**src/rtl/mac_array_sequencer_pkg.sv**
```systemverilog
// Shared constants for the mac_tile array sequencer:
// tile instruction codes, array modes and FSM state encoding.
package mac_array_sequencer_pkg;

  localparam logic [1:0] INST_IDLE = 2'b00;
  localparam logic [1:0] INST_LOAD = 2'b01;
  localparam logic [1:0] INST_EXEC = 2'b10;

  localparam logic MODE_WS = 1'b0;
  localparam logic MODE_OS = 1'b1;

  typedef enum logic [2:0] {
    ST_IDLE  = 3'd0,
    ST_ARST  = 3'd1,
    ST_LOAD  = 3'd2,
    ST_GAP   = 3'd3,
    ST_EXEC  = 3'd4,
    ST_DRAIN = 3'd5,
    ST_DONE  = 3'd6
  } state_e;

endpackage

```
**src/rtl/mac_array_sequencer_inst_stagger.sv**
```systemverilog
// Row instruction skew: row 0 is the registered issued instruction,
// each further row is the previous row delayed by one cycle.
module mac_array_sequencer_inst_stagger #(
  parameter int ROW = 8
) (
  input  logic             clk,
  input  logic             reset,
  input  logic [1:0]       inst_in,
  output logic [2*ROW-1:0] inst_row
);

  logic [2*ROW-1:0] sh_q;
  logic [2*ROW-1:0] sh_d;

  always_comb begin
    sh_d      = sh_q;
    sh_d[1:0] = inst_in;
    for (int r = 1; r < ROW; r++) begin
      sh_d[2*r +: 2] = sh_q[2*(r-1) +: 2];
    end
  end

  always_ff @(posedge clk) begin
    if (reset) begin
      sh_q <= '0;
    end else begin
      sh_q <= sh_d;
    end
  end

  assign inst_row = sh_q;

endmodule

```
**src/rtl/mac_array_sequencer.sv**
```systemverilog
// Job sequencer for the ROW x COL mac_tile array: array reset,
// kernel load, execute and drain phases with L0/OFIFO back-pressure.
module mac_array_sequencer
  import mac_array_sequencer_pkg::*;
#(
  parameter int ROW   = 8,
  parameter int COL   = 8,
  parameter int LEN_W = 8
) (
  input  logic             clk,
  input  logic             reset,
  input  logic             start,
  input  logic             mode,
  input  logic [LEN_W-1:0] exe_len,
  input  logic             l0_empty,
  input  logic             ofifo_full,
  output logic             l0_rd,
  output logic [2*ROW-1:0] inst_row,
  output logic             mode_select,
  output logic             array_rst,
  output logic             busy,
  output logic             done
);

  localparam int DRN   = ROW + COL;
  localparam int DRN_W = $clog2(DRN + 1);

  localparam logic [LEN_W-1:0] COL_L    = LEN_W'(COL);
  localparam logic [DRN_W-1:0] DRN_LAST = DRN_W'(DRN - 1);

  state_e           state_q, state_d;
  logic [LEN_W-1:0] cnt_q, cnt_d;
  logic [LEN_W-1:0] len_q, len_d;
  logic [DRN_W-1:0] drn_q, drn_d;
  logic             mode_q, mode_d;

  logic             stall;
  logic [LEN_W-1:0] cnt_inc;
  logic [1:0]       issue;

  assign stall   = l0_empty | ofifo_full;
  assign cnt_inc = cnt_q + LEN_W'(1);

  always_comb begin
    state_d   = state_q;
    cnt_d     = cnt_q;
    len_d     = len_q;
    drn_d     = drn_q;
    mode_d    = mode_q;
    issue     = INST_IDLE;
    l0_rd     = 1'b0;
    array_rst = 1'b0;
    done      = 1'b0;
    unique case (state_q)
      ST_IDLE: begin
        if (start) begin
          mode_d  = mode;
          len_d   = exe_len;
          cnt_d   = '0;
          drn_d   = '0;
          state_d = (mode == MODE_OS) ? ST_EXEC : ST_ARST;
        end
      end
      ST_ARST: begin
        array_rst = 1'b1;
        state_d   = ST_LOAD;
      end
      ST_LOAD: begin
        if (!stall) begin
          issue = INST_LOAD;
          l0_rd = 1'b1;
          cnt_d = cnt_inc;
          if (cnt_inc == COL_L) begin
            cnt_d   = '0;
            state_d = ST_GAP;
          end
        end
      end
      ST_GAP: begin
        state_d = ST_EXEC;
      end
      ST_EXEC: begin
        // zero-length jobs fall straight through to drain
        if (cnt_q == len_q) begin
          state_d = ST_DRAIN;
        end else if (!stall) begin
          issue = INST_EXEC;
          l0_rd = 1'b1;
          cnt_d = cnt_inc;
          if (cnt_inc == len_q) begin
            state_d = ST_DRAIN;
          end
        end
      end
      ST_DRAIN: begin
        drn_d = drn_q + DRN_W'(1);
        if (drn_q == DRN_LAST) begin
          state_d = ST_DONE;
        end
      end
      ST_DONE: begin
        done    = 1'b1;
        state_d = ST_IDLE;
      end
      default: begin
        state_d = ST_IDLE;
      end
    endcase
  end

  always_ff @(posedge clk) begin
    if (reset) begin
      state_q <= ST_IDLE;
      cnt_q   <= '0;
      len_q   <= '0;
      drn_q   <= '0;
      mode_q  <= MODE_WS;
    end else begin
      state_q <= state_d;
      cnt_q   <= cnt_d;
      len_q   <= len_d;
      drn_q   <= drn_d;
      mode_q  <= mode_d;
    end
  end

  assign busy        = (state_q != ST_IDLE);
  assign mode_select = mode_q;

  mac_array_sequencer_inst_stagger #(
    .ROW (ROW)
  ) u_inst_stagger (
    .clk      (clk),
    .reset    (reset),
    .inst_in  (issue),
    .inst_row (inst_row)
  );

endmodule

```
**config.mk**
```make
export PLATFORM = sky130hd
export DESIGN_NAME = mac_array_sequencer
export DESIGN_NICKNAME = d
export VERILOG_FILES = /design/src/rtl/mac_array_sequencer_pkg.sv /design/src/rtl/mac_array_sequencer_inst_stagger.sv /design/src/rtl/mac_array_sequencer.sv
export SDC_FILE = /design/constraint.sdc
export NUM_CORES = 1
export LEC_CHECK = 0
export CAP_MARGIN = 25
export CORE_ASPECT_RATIO = 0.7
export CORE_MARGIN = 10
export CORE_UTILIZATION = 55
export CTS_CLUSTER_DIAMETER = 200
export CTS_CLUSTER_SIZE = 40
export DETAILED_ROUTE_END_ITERATION = 10
export PLACE_DENSITY = 0.82
export SETUP_SLACK_MARGIN = 0.02
export SLEW_MARGIN = 20
export SYNTH_ARGS = -nofsm -noshare
export SYNTH_HDL_FRONTEND = slang
export SYNTH_SLANG_ARGS = --single-unit
```
**constraint.sdc**
```tcl
create_clock -name clk -period 3.51 [get_ports clk]
set_clock_uncertainty 0.1 [all_clocks]
set_input_delay 1.053 -clock clk [delete_from_list [all_inputs] [get_ports clk]]
set_output_delay 1.053 -clock clk [all_outputs]
set_load 0.005 [all_outputs]
```
### Word-level counts from Yosys, hierarchy flattened

Cells that the tools add are included.

| operators by class | value |
|---|---|
| add/subtract/negate cells | 2 |
| equal/unequal tests | 18 |
| muxes and demuxes | 26 |
| bitwise logic cells | 1 |
| reductions and logical operators | 8 |

Operators with widths:

| operator | count |
|---|---|
| 8-bit two-way mux | 5 |
| 3-bit two-way mux | 8 |
| 8-bit case mux with 3 select lines | 1 |
| 3-bit case mux with 6 select lines | 1 |
| 8-bit == test | 2 |
| 2-bit != test (second input constant) | 6 |
| 5-bit case mux with 2 select lines | 1 |
| 3-bit == test (second input constant) | 3 |
| 8-bit by 1-bit adder with 8-bit output (second input constant) | 1 |
| 8-bit by 4-bit == test with 1-bit output (second input constant) | 1 |
| 3-bit by 2-bit == test with 1-bit output (second input constant) | 2 |
| 3-bit != test (second input constant) | 2 |
| 6-bit AND reduction | 1 |
| 3-bit nonzero test | 2 |
| 5-bit by 1-bit adder with 5-bit output (second input constant) | 1 |
| 5-bit by 4-bit == test with 1-bit output (second input constant) | 1 |
| 1-bit two-way mux | 5 |
| 5-bit two-way mux | 1 |
| 5-bit AND reduction | 1 |
| 2-bit two-way mux | 2 |
| 2-bit case mux with 2 select lines | 1 |
| 2-bit AND reduction | 2 |
| 3-bit by 1-bit == test with 1-bit output (second input constant) | 1 |
| 3-bit zero test | 1 |
| other kinds (3) | 3 |

| word-level totals | value |
|---|---|
| flip-flop bits (word level) | 41 |
| input bits | 14 |
| output and inout port bits | 21 |
| logic and storage cells | 61 |

### Logic depth before layout (Yosys ltp)

Gate-level depths: netlist of run 1.

| depth | value |
|---|---|
| depth in word-level cells | 6 |
| depth in mapped cells | 9 |
| depth with buffers taken out | 8 |

### Hierarchy

From an unflattened synthesis of run 1, not the netlist that was laid out.

| unflattened totals | value |
|---|---|
| cell total of the unflattened synthesis | 251 |
| area, all modules | 2154.6 sq um |

By module, submodules not included:

| module | instances | cells an instance | area each (sq um) | seq. area each (sq um) |
|---|---|---|---|---|
| mac_array_sequencer | 1 | 218 | 1690.4 | 500.5 |
| mac_array_sequencer_inst_stagger | 1 | 33 | 464.2 | 320.3 |

### Worst setup path before layout of run 1

No wires, ideal clock.

| timing path | value |
|---|---|
| path kind | input -> output |
| start point | input port ofifo_full |
| end point | output port l0_rd |
| arrival | 1.460 ns |
| data required time | 2.357 ns |
| slack | 0.897 ns |
| stages on the path | 3 |
| path buffers | 0 |
| cell sequence | nor2_1 -> nand2_1 -> inv_1 |

| on the way | value |
|---|---|
| cells in the longest elaborated chain, start to end | 4 |

Ends and longest elaborated chain:

| what | RTL line | source |
|---|---|---|
| start: declaration | mac_array_sequencer.sv:16 | `input logic ofifo_full,` |
| 1-bit OR (*) | mac_array_sequencer.sv:41 | `assign stall = l0_empty \| ofifo_full;` |
| 1-bit two-way mux (*) | mac_array_sequencer.sv:69, mac_array_sequencer.sv:86 |  |
| 1-bit two-way mux | mac_array_sequencer.sv:84 | `if (cnt_q == len_q) begin` |
| 1-bit case mux with 2 select lines (*) | mac_array_sequencer.sv:54 | `unique case (state_q)` |
| end: declaration | mac_array_sequencer.sv:17 | `output logic l0_rd,` |

Mark *: on every way between the ends. The rest lies on a longest branch, timed or not.

### Final worst setup path of run 1

| timing path | value |
|---|---|
| start point | input port l0_empty |
| end point | output port l0_rd |

| on the way | value |
|---|---|
| cells in the longest elaborated chain, start to end | 4 |

Ends and longest elaborated chain:

| what | RTL line | source |
|---|---|---|
| start: declaration | mac_array_sequencer.sv:15 | `input logic l0_empty,` |
| 1-bit OR (*) | mac_array_sequencer.sv:41 |  |
| 1-bit two-way mux (*) | mac_array_sequencer.sv:69, mac_array_sequencer.sv:86 |  |
| 1-bit two-way mux | mac_array_sequencer.sv:84 |  |
| 1-bit case mux with 2 select lines (*) | mac_array_sequencer.sv:54 |  |

Marks and branches as above.

==> impl_metrics.env, run 1 <==
export IMPL_die_area_um2=6790
export IMPL_start_util_pct=58.6
export IMPL_pre_cts_slack_ps=28.0
export IMPL_syn_area_per_cell_um2=8.39
export IMPL_hold_path_class="reg -> reg"
export IMPL_h_tree_depth=2
export IMPL_wl_per_cell_um=14.5
export IMPL_ys_warn_count=0
export IMPL_clk_latency_ps=300
export IMPL_gp_congestion=0.929
export IMPL_cts_tree="done"
export IMPL_path_cells="clkdlybuf4s50_1, nor2_2, nand2_1, inv_1, clkdlybuf4s50_1"
export IMPL_power_switching_mw=0.509
export IMPL_row_count=18
export IMPL_hold_viol_final=0
export IMPL_fmax_ghz=0.291
export IMPL_area_growth_pct=22.7
export IMPL_gr_total_overflow=0
export IMPL_clk_pin_slew_ps=80
export IMPL_synth_flop_cell="dfxtp_1"
export IMPL_post_cts_setup_buffers=0
export IMPL_syn_num_nets=270
export IMPL_worst_setup_path_end_kind="output pin"
export IMPL_drc=0
export IMPL_io_pins=35
export IMPL_p_int_mw=0.937
export IMPL_grt_max_degree=24
export IMPL_drt_pass1_iterations=4
export IMPL_finalSetupViolCount=0
export IMPL_synth_edff_count=0
export IMPL_cp_top_family="buffers and inverters"
export IMPL_n_antenna_cell=0
export IMPL_async_flop_share_pct=0
export IMPL_maxCapViolCount=0
export IMPL_syn_inst=253
export IMPL_p_sw_share_pct=35.2
export IMPL_syn_area_um2=2120
export IMPL_period_minus_slack_ps=3430
export IMPL_grt_pass1_vias=1686
export IMPL_drtIter0Drc=167
export IMPL_grt_pass1_wl_um=7930
export IMPL_crit_buf_inv=3
export IMPL_peakVddDrop_uv=527
export IMPL_synthTopCellsByArea="dfxtp_1 (39%), nand2_1 (5.5%), a21oi_1 (5.2%)"
export IMPL_layout_commonest_cell="dfxtp_1"
export IMPL_dpl_hpwl_um=3700
export IMPL_yosysSeqAreaShare_pct=38.7
export IMPL_cts_resized=0
export IMPL_drv_slew=0
export IMPL_synth_cell_types=53
export IMPL_synth_seq_cells=41
export IMPL_cts_buffers=5
export IMPL_path_class="in -> out"
export IMPL_synth_top_cell_by_area="dfxtp_1"
export IMPL_fin_ws_ps=79.1
export IMPL_antenna_found_initial=0
export IMPL_period_share_pct=97.7
export IMPL_layout_drive_gt1_share_pct=13.3
export IMPL_power_density_nw_per_um2=555
export IMPL_rsz0062_at_grt="no"
export IMPL_pwr_share_clk_pct=26.4
export IMPL_avgViaCountPerCell=5.59
export IMPL_nFillCells=296
export IMPL_io_buffers=34
export IMPL_die_width_um=94.3
export IMPL_slew_headroom_pct=37.6
export IMPL_slowest_stage="clkdlybuf4s50_1"
export IMPL_grt_usage_pct=14.2
export IMPL_cts_buffer_depth=2
export IMPL_yosysTopAreaCellShare_pct=38.7
export IMPL_drt_total_wl_um=4880
export IMPL_tightest_slew_ps=935
export IMPL_final_cell_mix="dfxtp_1 (39), clkdlybuf4s50_1 (34), nand2_1 (31), a21oi_1 (22), nor2b_1 (14)"
export IMPL_fin_tns_setup_ps=0
export IMPL_cp_data_required_time_ps=2360
export IMPL_via_count=1878
export IMPL_cts_hold_buf=0
export IMPL_core_area_um2=3630
export IMPL_p_leak_nw=0.943
export IMPL_nets=302
export IMPL_ant_nets=0
export IMPL_cp_common_cell="clkdlybuf4s50_1"
export IMPL_startpoint_type="primary input"
export IMPL_die_h_um=72.0
export IMPL_worstPathArrival_ps=2280
export IMPL_crit_fanout=2
export IMPL_p_total_mw=1.45
export IMPL_outcome="complete, no violations"
export IMPL_cts_root_buf="clkbuf_8"
export IMPL_comb_power_share_pct=34.3
export IMPL_crit_path_max_incr_delay_ps=510
export IMPL_clkSinkCount=41
export IMPL_sequentialPowerShare_pct=39.2
-- sequential cells by signal, summed over array words and instances (netlist names) --
| name | flops |
|---|---|
| mode_select | 1 |
| len_q | 8 |
| drn_q | 5 |
| u_inst_stagger.inst_row | 16 |
| cnt_q | 8 |
| state_q | 3 |
-- layout make-up --
cell class                      count  area (µm²)  area share (%)
Tap cell                           50        62.6            2.40
Sequential cell                    41         823            31.6
Timing Repair Buffer               43         408            15.7
Multi-Input combinational cell    184        1160            44.5
Inverter                           10        37.5            1.44
Clock inverter                      3        46.3            1.78
Clock buffer                        5        68.8            2.64
-- cell usage after synthesis, drive strengths merged (2+ instances only) --
cell type   n
a311oi      2
nand2      32
or4         2
nor2b      14
xor2        6
nand3      13
buf        12
a22oi       2
o21ai       6
nand4       5
dfxtp      41
a31oi       3
o32ai       2
o211ai      2
a21oi      22
o41ai       3
or2         5
and3        2
xnor2       8
nand2b      5
clkbuf      6
nor3        7
and2        4
inv        10
nor2       16
mux2i       2
a211oi      3
ha          3
o22ai       6
-- worst min-delay path, cell delays in order (launching register included) --
cell and delay [ps]:
dfxtp_1 310, nand2_1 50, a21oi_1 60
-- worst paths after layout --
check         startpoint     endpoint  slack, ps  cells past startpoint
max             l0_empty        l0_rd         80                      5
min          mode_select  mode_select        360                      2
max reg2reg     cnt_q[0]   state_q[2]        900                      8
min reg2reg  mode_select  mode_select        360                      2
-- metal layers --
| metal | global-route usage (%) | vias up | share of wire [%] |
|---|---|---|---|
| met2 | 19.3 | 69 | 39 |
| met3 | 5.14 | 7 | 10 |
| li1 | - | 944 | - |
| met4 | 3.87 | 0 | 0.86 |
| met5 | 0 | - | 0 |
| met1 | 20.1 | 858 | 49 |
-- metrics by stage --
stage / utilization, % / hold slack (ps) / std cells / instance area, µm²
finish: 71.8 / 362 / 336 / 2610
global route: 71.8 / 388 / 336 / 2610
CTS: 71.7 / 365 / 336 / 2600
detailed placement: 68.5 / 356 / 328 / 2480
global placement: 68.5 / 341 / 328 / 2480
floorplan: - / 339 / 253 / 2120
-- power groups by stage --
stage          Clock, mW  Combinational, mW  Sequential [mW]
6_report           0.382              0.497            0.567
5_1_grt            0.412              0.548            0.573
4_1_cts            0.386              0.492            0.565
3_5_place_dp           0              0.488            0.575
3_3_place_gp           0              0.479            0.573
2_1_floorplan          0              0.368            0.541
-- cell families (layout without fill, tap and decap cells) --
logic type      after synthesis  in the layout  synth area share (%)
compound gates               55             55                  17.4
xor+xnor                     14             14                  5.78
fa+ha+maj                     3              3                  1.77
buf+inv                      28             61                  6.89
flops                        41             41                  38.7
mux                           3              3                  1.47
simple gates                109            109                  28.0
Power figures use the tool's default switching activity.
==> run 2, diff against run 1 <==
--- a/config.mk
+++ b/config.mk
@@ -13,6 +13,7 @@
 export CTS_CLUSTER_SIZE = 40
 export DETAILED_ROUTE_END_ITERATION = 10
 export PLACE_DENSITY = 0.82
+export RECOVER_POWER = 100
 export SETUP_SLACK_MARGIN = 0.02
 export SLEW_MARGIN = 20
 export SYNTH_ARGS = -nofsm -noshare
==> impl_metrics.env, run 2 (synthesized netlist as in run 1, its figures left out) <==
export IMPL_outcome="complete, no violations"
export IMPL_slew_headroom_pct=35.7
export IMPL_finalSetupViolCount=0
export IMPL_busiest_layer="met1"
export IMPL_drt_pass1_iterations=4
export IMPL_hold_viol_final=0
export IMPL_clk_latency_ps=290
export IMPL_core_area_um2=3630
export IMPL_worst_setup_path_end_kind="output pin"
export IMPL_cts_hold_buf=0
export IMPL_avgViaCountPerCell=5.58
export IMPL_path_class="in -> out"
export IMPL_fin_tns_setup_ps=0
export IMPL_row_count=18
export IMPL_met1_usage_pct=20.1
export IMPL_drc=0
export IMPL_clkSinkCount=41
export IMPL_io_pins=35
export IMPL_placedInstanceArea_um2=2480
export IMPL_cts_root_buf="clkbuf_8"
export IMPL_grt_pass1_wl_um=7930
export IMPL_fin_hold_ws_ps=358
export IMPL_via_count=1876
export IMPL_period_share_pct=97.9
export IMPL_cts_buffers=5
export IMPL_power_density_nw_per_um2=550
export IMPL_grt_usage_pct=14.2
export IMPL_post_cts_setup_buffers=0
export IMPL_gr_total_overflow=0
export IMPL_p_leak_nw=0.996
export IMPL_h_tree_depth=2
export IMPL_final_cell_mix="dfxtp_1 (39), nand2_1 (31), a21oi_1 (22), dlygate4sd3_1 (22), nor2b_1 (14)"
export IMPL_p_total_mw=1.42
export IMPL_cp_data_required_time_ps=2360
export IMPL_crit_fanout=2
export IMPL_stdcell_count=336
export IMPL_cts_resized=0
export IMPL_start_util_pct=58.6
export IMPL_largest_reg_flops=16
export IMPL_final_area_um2=2580
export IMPL_gp_congestion=0.929
export IMPL_period_minus_slack_ps=3440
export IMPL_grt_max_degree=24
export IMPL_tightest_slew_ps=965
export IMPL_pre_cts_slack_ps=28.0
export IMPL_fmax_ghz=0.291
export IMPL_worstPathArrival_ps=2280
export IMPL_die_area_um2=6790
export IMPL_drtIter0Drc=121
export IMPL_grt_pass1_vias=1686
export IMPL_dpl_hpwl_um=3700
export IMPL_ant_nets=0
export IMPL_rsz0062_at_grt="no"
export IMPL_die_h_um=72.0
export IMPL_cts_tree="done"
export IMPL_clk_pin_slew_ps=80
export IMPL_wl_per_cell_um=14.5
export IMPL_dp_cells=328
export IMPL_drt_total_wl_um=4860
export IMPL_drv_slew=0
export IMPL_layout_commonest_cell="dfxtp_1"
export IMPL_n_antenna_cell=0
export IMPL_layout_drive_gt1_share_pct=11.9
export IMPL_antenna_found_initial=0
export IMPL_area_growth_pct=21.7
export IMPL_fin_ws_ps=74.6
export IMPL_die_width_um=94.3
export IMPL_hold_path_class="reg -> reg"
export IMPL_maxCapViolCount=0
export IMPL_nets=302
export IMPL_final_util_pct=71.3
export IMPL_grtUsageMet3_pct=5.14
export IMPL_cts_buffer_depth=2
export IMPL_peakVddDrop_uv=516
export IMPL_startpoint_type="primary input"
export IMPL_io_buffers=34
export IMPL_use_met2_pct=19.3
run 2: cell types whose count changed in the layout (fill, tap and decap cells not counted), sizes merged:
| cell | delta |
|---|---|
| clkdlybuf4s50 | -22 |
| clkbuf | +3 |
| dlygate4sd3 | +22 |
| buf | -3 |
run 2: power by group:
group | switching (mW) | internal (mW) | total (mW)
logic | 0.276 | 0.199 | 0.475
clock network | 0.168 | 0.213 | 0.381
registers | 0.0586 | 0.507 | 0.566
run 2: worst paths after layout:
kind                  to         from  depth (start not counted)  slack [ps]
max                l0_rd     l0_empty                          5          70
min reg2reg  mode_select  mode_select                          2         360
max reg2reg   state_q[2]     cnt_q[0]                          8         660
min          mode_select  mode_select                          2         360
run 2: cell type report:
type | instances | area [µm²]
clock buffers | 5 | 68.8
fillers | 303 | 1040
inverters | 10 | 37.5
flip-flops and latches | 41 | 823
multi-input cells | 184 | 1150
well taps | 50 | 62.6
repair buffers | 43 | 397
clock inverters | 3 | 46.3
run 2: layer usage:
layer  up-vias  share of wire, %
met5         -                 0
met1       842                48
met2        77                40
li1        951                 -
met4         0              0.56
met3         6                11
run 2: critical path: stages:
cell and delay [ps]:
clkdlybuf4s50_1 420, nor2_2 140, nand2_1 100, inv_1 60, clkdlybuf4s50_1 510
==> run 3, diff against run 2 <==
--- a/config.mk
+++ b/config.mk
@@ -9,6 +9,7 @@
 export CORE_ASPECT_RATIO = 0.7
 export CORE_MARGIN = 10
 export CORE_UTILIZATION = 55
+export CTS_BUF_LIST = sky130_fd_sc_hd__clkbuf_8 sky130_fd_sc_hd__clkbuf_16
 export CTS_CLUSTER_DIAMETER = 200
 export CTS_CLUSTER_SIZE = 40
 export DETAILED_ROUTE_END_ITERATION = 10
==> results of run 3 <==
Final layout, timing and power as in run 2 (identical DEF).
